[config.mk]
export PLATFORM = sky130hd
export DESIGN_NAME = uart_frame_seq
export DESIGN_NICKNAME = d
export VERILOG_FILES = /design/src/rtl/uart_frame_pkg.sv /design/src/rtl/baud_tick.sv /design/src/rtl/uart_frame_seq.sv
export SDC_FILE = /design/constraint.sdc
export NUM_CORES = 1
export LEC_CHECK = 0
export CORE_MARGIN = 2
export CORE_UTILIZATION = 48
export DETAILED_ROUTE_END_ITERATION = 6
export GPL_TIMING_DRIVEN = 1
export HOLD_SLACK_MARGIN = 0.03
export PLACE_DENSITY = 0.83
export SYNTH_ARGS = -nofsm -noshare
export SYNTH_HDL_FRONTEND = slang
export SYNTH_SLANG_ARGS = --single-unit
[constraint.sdc]
create_clock -name clk -period 2.4 [get_ports clk]
set_input_delay 0.6 -clock clk [delete_from_list [all_inputs] [get_ports clk]]
set_output_delay 0.6 -clock clk [all_outputs]
set_load 0.005 [all_outputs]
[src/rtl/uart_frame_pkg.sv]
// Shared constants, state type and frame builder for the UART frame sequencer.
package uart_frame_pkg;

  localparam int unsigned FRAME_W = 16;
  localparam int unsigned SEL_W   = 4;

  localparam logic [SEL_W-1:0]   IDX_START  = 4'd0;
  localparam logic [SEL_W-1:0]   IDX_STOP   = 4'd9;
  localparam logic [SEL_W-1:0]   IDX_IDLE   = 4'd15;
  localparam logic [FRAME_W-1:0] FRAME_IDLE = 16'hFFFF;

  typedef enum logic {IDLE, SEND} state_e;

  // Start bit at 0, data LSB first at 8:1, stop bit at 9, mark on 15:10.
  function automatic logic [FRAME_W-1:0] build_frame(input logic [7:0] d);
    return {6'b111111, 1'b1, d, 1'b0};
  endfunction

endpackage

[src/rtl/baud_tick.sv]
// Baud-rate tick generator: pulses tick on the last cycle of each bit period.
module baud_tick #(
  parameter int unsigned baud_div = 104
) (
  input  logic clk,
  input  logic rst,
  input  logic clr,
  output logic tick
);

  localparam int unsigned CntW = (baud_div > 1) ? $clog2(baud_div) : 1;
  localparam logic [CntW-1:0] CntMax = CntW'(baud_div - 1);

  logic [CntW-1:0] r_count;

  assign tick = (r_count == CntMax);

  // Compare-based wrap so non-power-of-two dividers keep exact bit length.
  always_ff @(posedge clk) begin
    if (rst) begin
      r_count <= '0;
    end else if (clr || tick) begin
      r_count <= '0;
    end else begin
      r_count <= r_count + CntW'(1);
    end
  end

endmodule

[src/rtl/uart_frame_seq.sv]
// UART transmit sequencer: latches a byte into a 16-channel frame and steps the
// channel select through it at the baud rate.
module uart_frame_seq
  import uart_frame_pkg::*;
#(
  parameter int unsigned baud_div = 104
) (
  input  logic               clk,
  input  logic               rst,
  input  logic [7:0]         data,
  input  logic               start,
  output logic               ready,
  output logic               busy,
  output logic [FRAME_W-1:0] frame,
  output logic [SEL_W-1:0]   sel,
  output logic               tx
);

  state_e             r_state;
  logic               r_ready;
  logic [FRAME_W-1:0] r_frame;
  logic [SEL_W-1:0]   r_sel;

  logic w_accept;
  logic w_tick;

  assign w_accept = start && r_ready;

  // Bit timer restarts on accept so bit 0 gets a full period.
  baud_tick #(
    .baud_div(baud_div)
  ) u_baud_tick (
    .clk (clk),
    .rst (rst),
    .clr (w_accept),
    .tick(w_tick)
  );

  // Frame FSM: accept in IDLE, advance sel on each tick in SEND.
  always_ff @(posedge clk) begin
    if (rst) begin
      r_state <= IDLE;
      r_ready <= 1'b1;
      r_sel   <= IDX_IDLE;
      r_frame <= FRAME_IDLE;
    end else begin
      case (r_state)
        IDLE: begin
          if (w_accept) begin
            r_frame <= build_frame(data);
            r_sel   <= IDX_START;
            r_ready <= 1'b0;
            r_state <= SEND;
          end
        end
        SEND: begin
          if (w_tick) begin
            if (r_sel == IDX_STOP) begin
              r_sel   <= IDX_IDLE;
              r_ready <= 1'b1;
              r_state <= IDLE;
            end else begin
              r_sel <= r_sel + SEL_W'(1);
            end
          end
        end
        default: begin
          r_state <= IDLE;
        end
      endcase
    end
  end

  assign ready = r_ready;
  assign busy  = ~r_ready;
  assign frame = r_frame;
  assign sel   = r_sel;
  assign tx    = r_frame[r_sel];

endmodule
Yosys cells after proc, flatten, opt, wreduce, memory -nomap -nowiden
Cells that the tools add are included.
{"block": "op_classes", "n_mux": 14, "n_bitwise": 2, "reduce_logical": 6, "add_sub_neg": 2, "n_lt_le_gt_ge": 1, "n_mul": 0, "n_eq_ne": 5, "n_shift": 0, "n_div": 0}
{"op": "2-to-1 mux 4 bit", "count": 3}
{"op": "one-hot mux 4 bit (2 select lines)", "count": 1}
{"op": "adder 7 x 1 -> 7 bit, second input constant", "count": 1}
{"op": "equality test 7 bit, second input constant", "count": 1}
{"op": "2-to-1 mux 1 bit", "count": 7}
{"op": "!= test 2 x 1 -> 1 bit, second input constant", "count": 3}
{"op": "< comparator 4 x 5 -> 1 bit, second input constant", "count": 1}
{"op": "adder 4 x 1 -> 4 bit, second input constant", "count": 1}
{"op": "binary-select mux 1 bit (select 4 bit)", "count": 1}
{"op": "equality test 4 bit, second input constant", "count": 1}
{"op": "one-hot mux 1 bit (2 select lines)", "count": 2}
{"op": "AND reduction 2 bit", "count": 2}
{"op": "AND reduction 3 bit", "count": 1}
{"op": "NOT 1 bit", "count": 2}
{"op": "OR reduction 2 bit", "count": 1}
{"op": "logical AND 1 bit", "count": 1}
{"op": "logical OR 1 bit", "count": 1}
{"block": "totals", "ram_bits": 0, "latchBits": 0, "n_memories": 0, "out_inout_bits": 23, "rom_bits": 0, "reg_bits": 22}

Longest topological paths before layout
{"block": "depth", "ltp_word": 4, "ltp_mapped": 5}

Cells and area by module
Synthesis repeated with hierarchy kept, for this count alone.
{"block": "unflattened", "hier_cells": 113, "area_unflattened_um2": 1111.1}
{"mod": "uart_frame_seq", "area_each_um2": 799.5, "instances": 1, "cells_each": 79, "seq_area_each_um2": 300.3}
{"mod": "baud_tick", "area_each_um2": 311.5, "instances": 1, "cells_each": 34, "seq_area_each_um2": 140.1}

Worst setup path before layout
OpenSTA, ideal clock, no wires.
{"block": "synth_path", "path_kind": "register to output", "from": "register r_sel[0] (netlist: sel[0])", "to": "output tx", "n_path_buf": 1, "setup_slack_ns": 0.560, "path_stages_with_launch": 5, "arrival_time_ns": 1.240, "cell_sequence": "dfxtp_1 buf_2 mux2_2 a311oi_1 a21oi_1"}
{"block": "synth_via", "elab_chain_len": 2}
{"element": "start: declaration", "line_no": "uart_frame_seq.sv:22", "source": "logic [SEL_W-1:0] r_sel;"}
{"element": "start signal: assignment", "line_no": "uart_frame_seq.sv:63", "source": "r_sel <= r_sel + SEL_W'(1);"}
{"element": "binary-select mux 1 bit (select 4 bit)", "line_no": "uart_frame_seq.sv:78", "source": "assign tx = r_frame[r_sel];"}
{"element": "2-to-1 mux 1 bit (implied by the code)", "line_no": "uart_frame_seq.sv:78"}
{"element": "end: declaration", "line_no": "uart_frame_seq.sv:16", "source": "output logic tx"}
No other way between the ends. The select of a mux whose other input is x is not followed.

Final worst setup path
Ends and elaborated chain as after synthesis.

==> impl_metrics.ini <==
[sta]
timing.fmax_ghz = 0.432
slew_headroom_pct = 58.1
tns_ns = 0
skew_ns = 0.00117
min_period_over_period_pct = 96.4
hold_viol_final = 0
setup_ws_ns = 0.0864
slew_viol_final = 0
finalCriticalPeriod_ns = 2.31
setup_viol = 0
tightest_slew_ns = 0.626

[final_layout]
postLayoutCellArea_um2 = 1380
nFillCells = 186
drive_above_1_share_pct = 13.2
n_antenna_cell = 0
syn_to_final_growth_pct = 29.6
final_common_cell = clkdlybuf4s50_1
final_nets = 166
mostFrequentLayoutCells = 25 x clkdlybuf4s50_1, 22 x nand2_1, 20 x dfxtp_1
final_core_util_pct = 64.3

[yosys]
synth_area_um2 = 1070
synth.avg_cell_area_um2 = 8.67
synth_edf_count = 0
synthArstFlopShare_pct = 0
yosysWarningCount = 0
synth_cells = 123
synth-seq-cells = 22
ys_seq_area_share_pct = 41.3
ys_types = 37
synth_top_flop_cell = dfxtp_1

[floorplanning]
start_util_pct = 49.6
core.rowCount = 17
dieHeight_um = 51.1
core_um2 = 2150
pin_count = 34
die_w_um = 51.1
die_area_um2 = 2610

[drt]
first_pass_iters = 6
drc = 0
wl_per_cell_um = 12.5
vias_per_cell = 5.30
routed_wirelength_um = 2240
vias = 948
detail-route-antenna-nets = 0
initialDrtViolationCount = 11

[clock_tree]
postCtsSetupRepairBufs = 0
cts_buffer_depth = 2
cts_hold_buf = 0
clock_latency_ns = 0.30
cts_tree = yes
htree_levels = 1
clock-root-buffer = clkbuf_4
clk_pin_slew_worst_paths_ns = 0.11
clock-sinks = 22
cts_buffers = 3

[place]
place_congestion = 0.838
pre_cts_ws_ns = 0.195
dpl.hpwl_um = 1700
placed_cell_area_um2 = 1340
io_buffers = 26

[worst_setup_path]
slowest_stage = dfxtp_4
start_kind = flip-flop
required_ns = 1.80
path_cells = mux2_2 > a311oi_2 > a21oi_1 > dlygate4sd2_1
cp.arrival_ns = 1.71
cpPeakStageDelay_ns = 0.40
cp_max_fo = 5
critPathCaptureType = output pin
critPathKind = flip-flop to output pin

[power]
power.density_nw_per_um2 = 561
irDropWorstVdd_uv = 413
power_uw = 776
power_leakage_nw = 0.579

[job]
drv_cap = 0

[grt]
grt.overflow.total = 0
grt_pass1_vias = 843
grt_max_degree = 14
grt_pass1_wl_um = 3710
antenna_found_initial = 0
grt.total_usage_pct = 18.7

[outcome]
status = finished, final reports clean

[worst_hold_path]
hp-class = flip-flop to flip-flop
metal layers:
layer  global-route usage [%]  vias up  part of all wire [%]
li1                         -      467                     -
met1                     22.7      448                    45
met2                     32.5       29                    48
met3                     2.92        4                   4.3
met4                     8.56        0                   2.1
met5                        0        -                     0
state kept, by name (all words and copies together) (netlist names):
signal / cells
ready: 1
sel: 4
frame: 9
u_baud_tick.r_count: 7
r_state: 1
repair_timing:
item,in CTS,in global routing
endpoints found under the setup margin,1,1
resized for setup,4,1
pin swaps,0,1
cells by family after synthesis:
kind of cell | count (synthesis) | share of synthesized area (%)
DFF | 22 | 41.3
xor gates and xnor gates | 4 | 3.29
adders and majority gates | 3 | 3.52
AOI/OAI and AO/OA | 14 | 9.62
muxes | 3 | 4.11
buffers and inverters | 15 | 8.10
and+or+nand+nor | 61 | 29.7
other | 1 | 0.352
path summary, 6_finish.rpt:
path         slack (ns)              startpoint  depth (start not counted)                      to
min reg2reg        0.45  u_baud_tick.r_count[0]                          1  u_baud_tick.r_count[0]
max reg2reg        0.89  u_baud_tick.r_count[0]                          5                   ready
min                0.45  u_baud_tick.r_count[0]                          1  u_baud_tick.r_count[0]
max                0.09                  sel[0]                          4                      tx
worst max-delay path, delay by kind of cell, from the launching register on:
| kind | cells | cell delay [ns] |
|---|---|---|
| DFF | 1 | 0.40 |
| AOI/OAI and AO/OA | 2 | 0.38 |
| muxes | 1 | 0.34 |
| buffers and inverters | 1 | 0.29 |
metrics by stage:
step | instances | hold slack (ns)
detailed placement | 175 | 0.436
global placement | 175 | 0.420
CTS | 179 | 0.453
global route | 179 | 0.478
floorplan | 129 | 0.411
finish | 179 | 0.449
layout make-up:
cell class	count	area [um2]	area share, %
Multi-Input combinational cell	92	568	41.1
Sequential cell	22	445	32.2
Timing Repair Buffer	29	282	20.4
Clock buffer	4	36.3	2.63
Tap cell	28	35.0	2.54
Inverter	4	15.0	1.09
synth_stat cells (2+ instances only):
master / instances / area (um2)
a21o_2: 2 / 17.5
a21oi_1: 4 / 20.0
and2b_2: 2 / 17.5
buf_2: 2 / 10.0
buf_4: 7 / 52.6
dfxtp_1: 22 / 440
ha_1: 3 / 37.5
inv_1: 4 / 15.0
nand2_1: 22 / 82.6
nand3_1: 15 / 75.1
nor2_1: 8 / 30.0
nor3_1: 3 / 15.0
o211ai_1: 2 / 15.0
o21ai_0: 2 / 10.0
xnor2_1: 2 / 17.5
xor2_1: 2 / 17.5
power by group:
| part | leakage (nW) | internal [mW] | switching (mW) |
|---|---|---|---|
| Combinational | 0.377 | 0.0910 | 0.0655 |
| Sequential | 0.181 | 0.391 | 0.0300 |
| Clock | 0.0210 | 0.0925 | 0.105 |
Note: power is estimated with default switching activity, not from simulation.
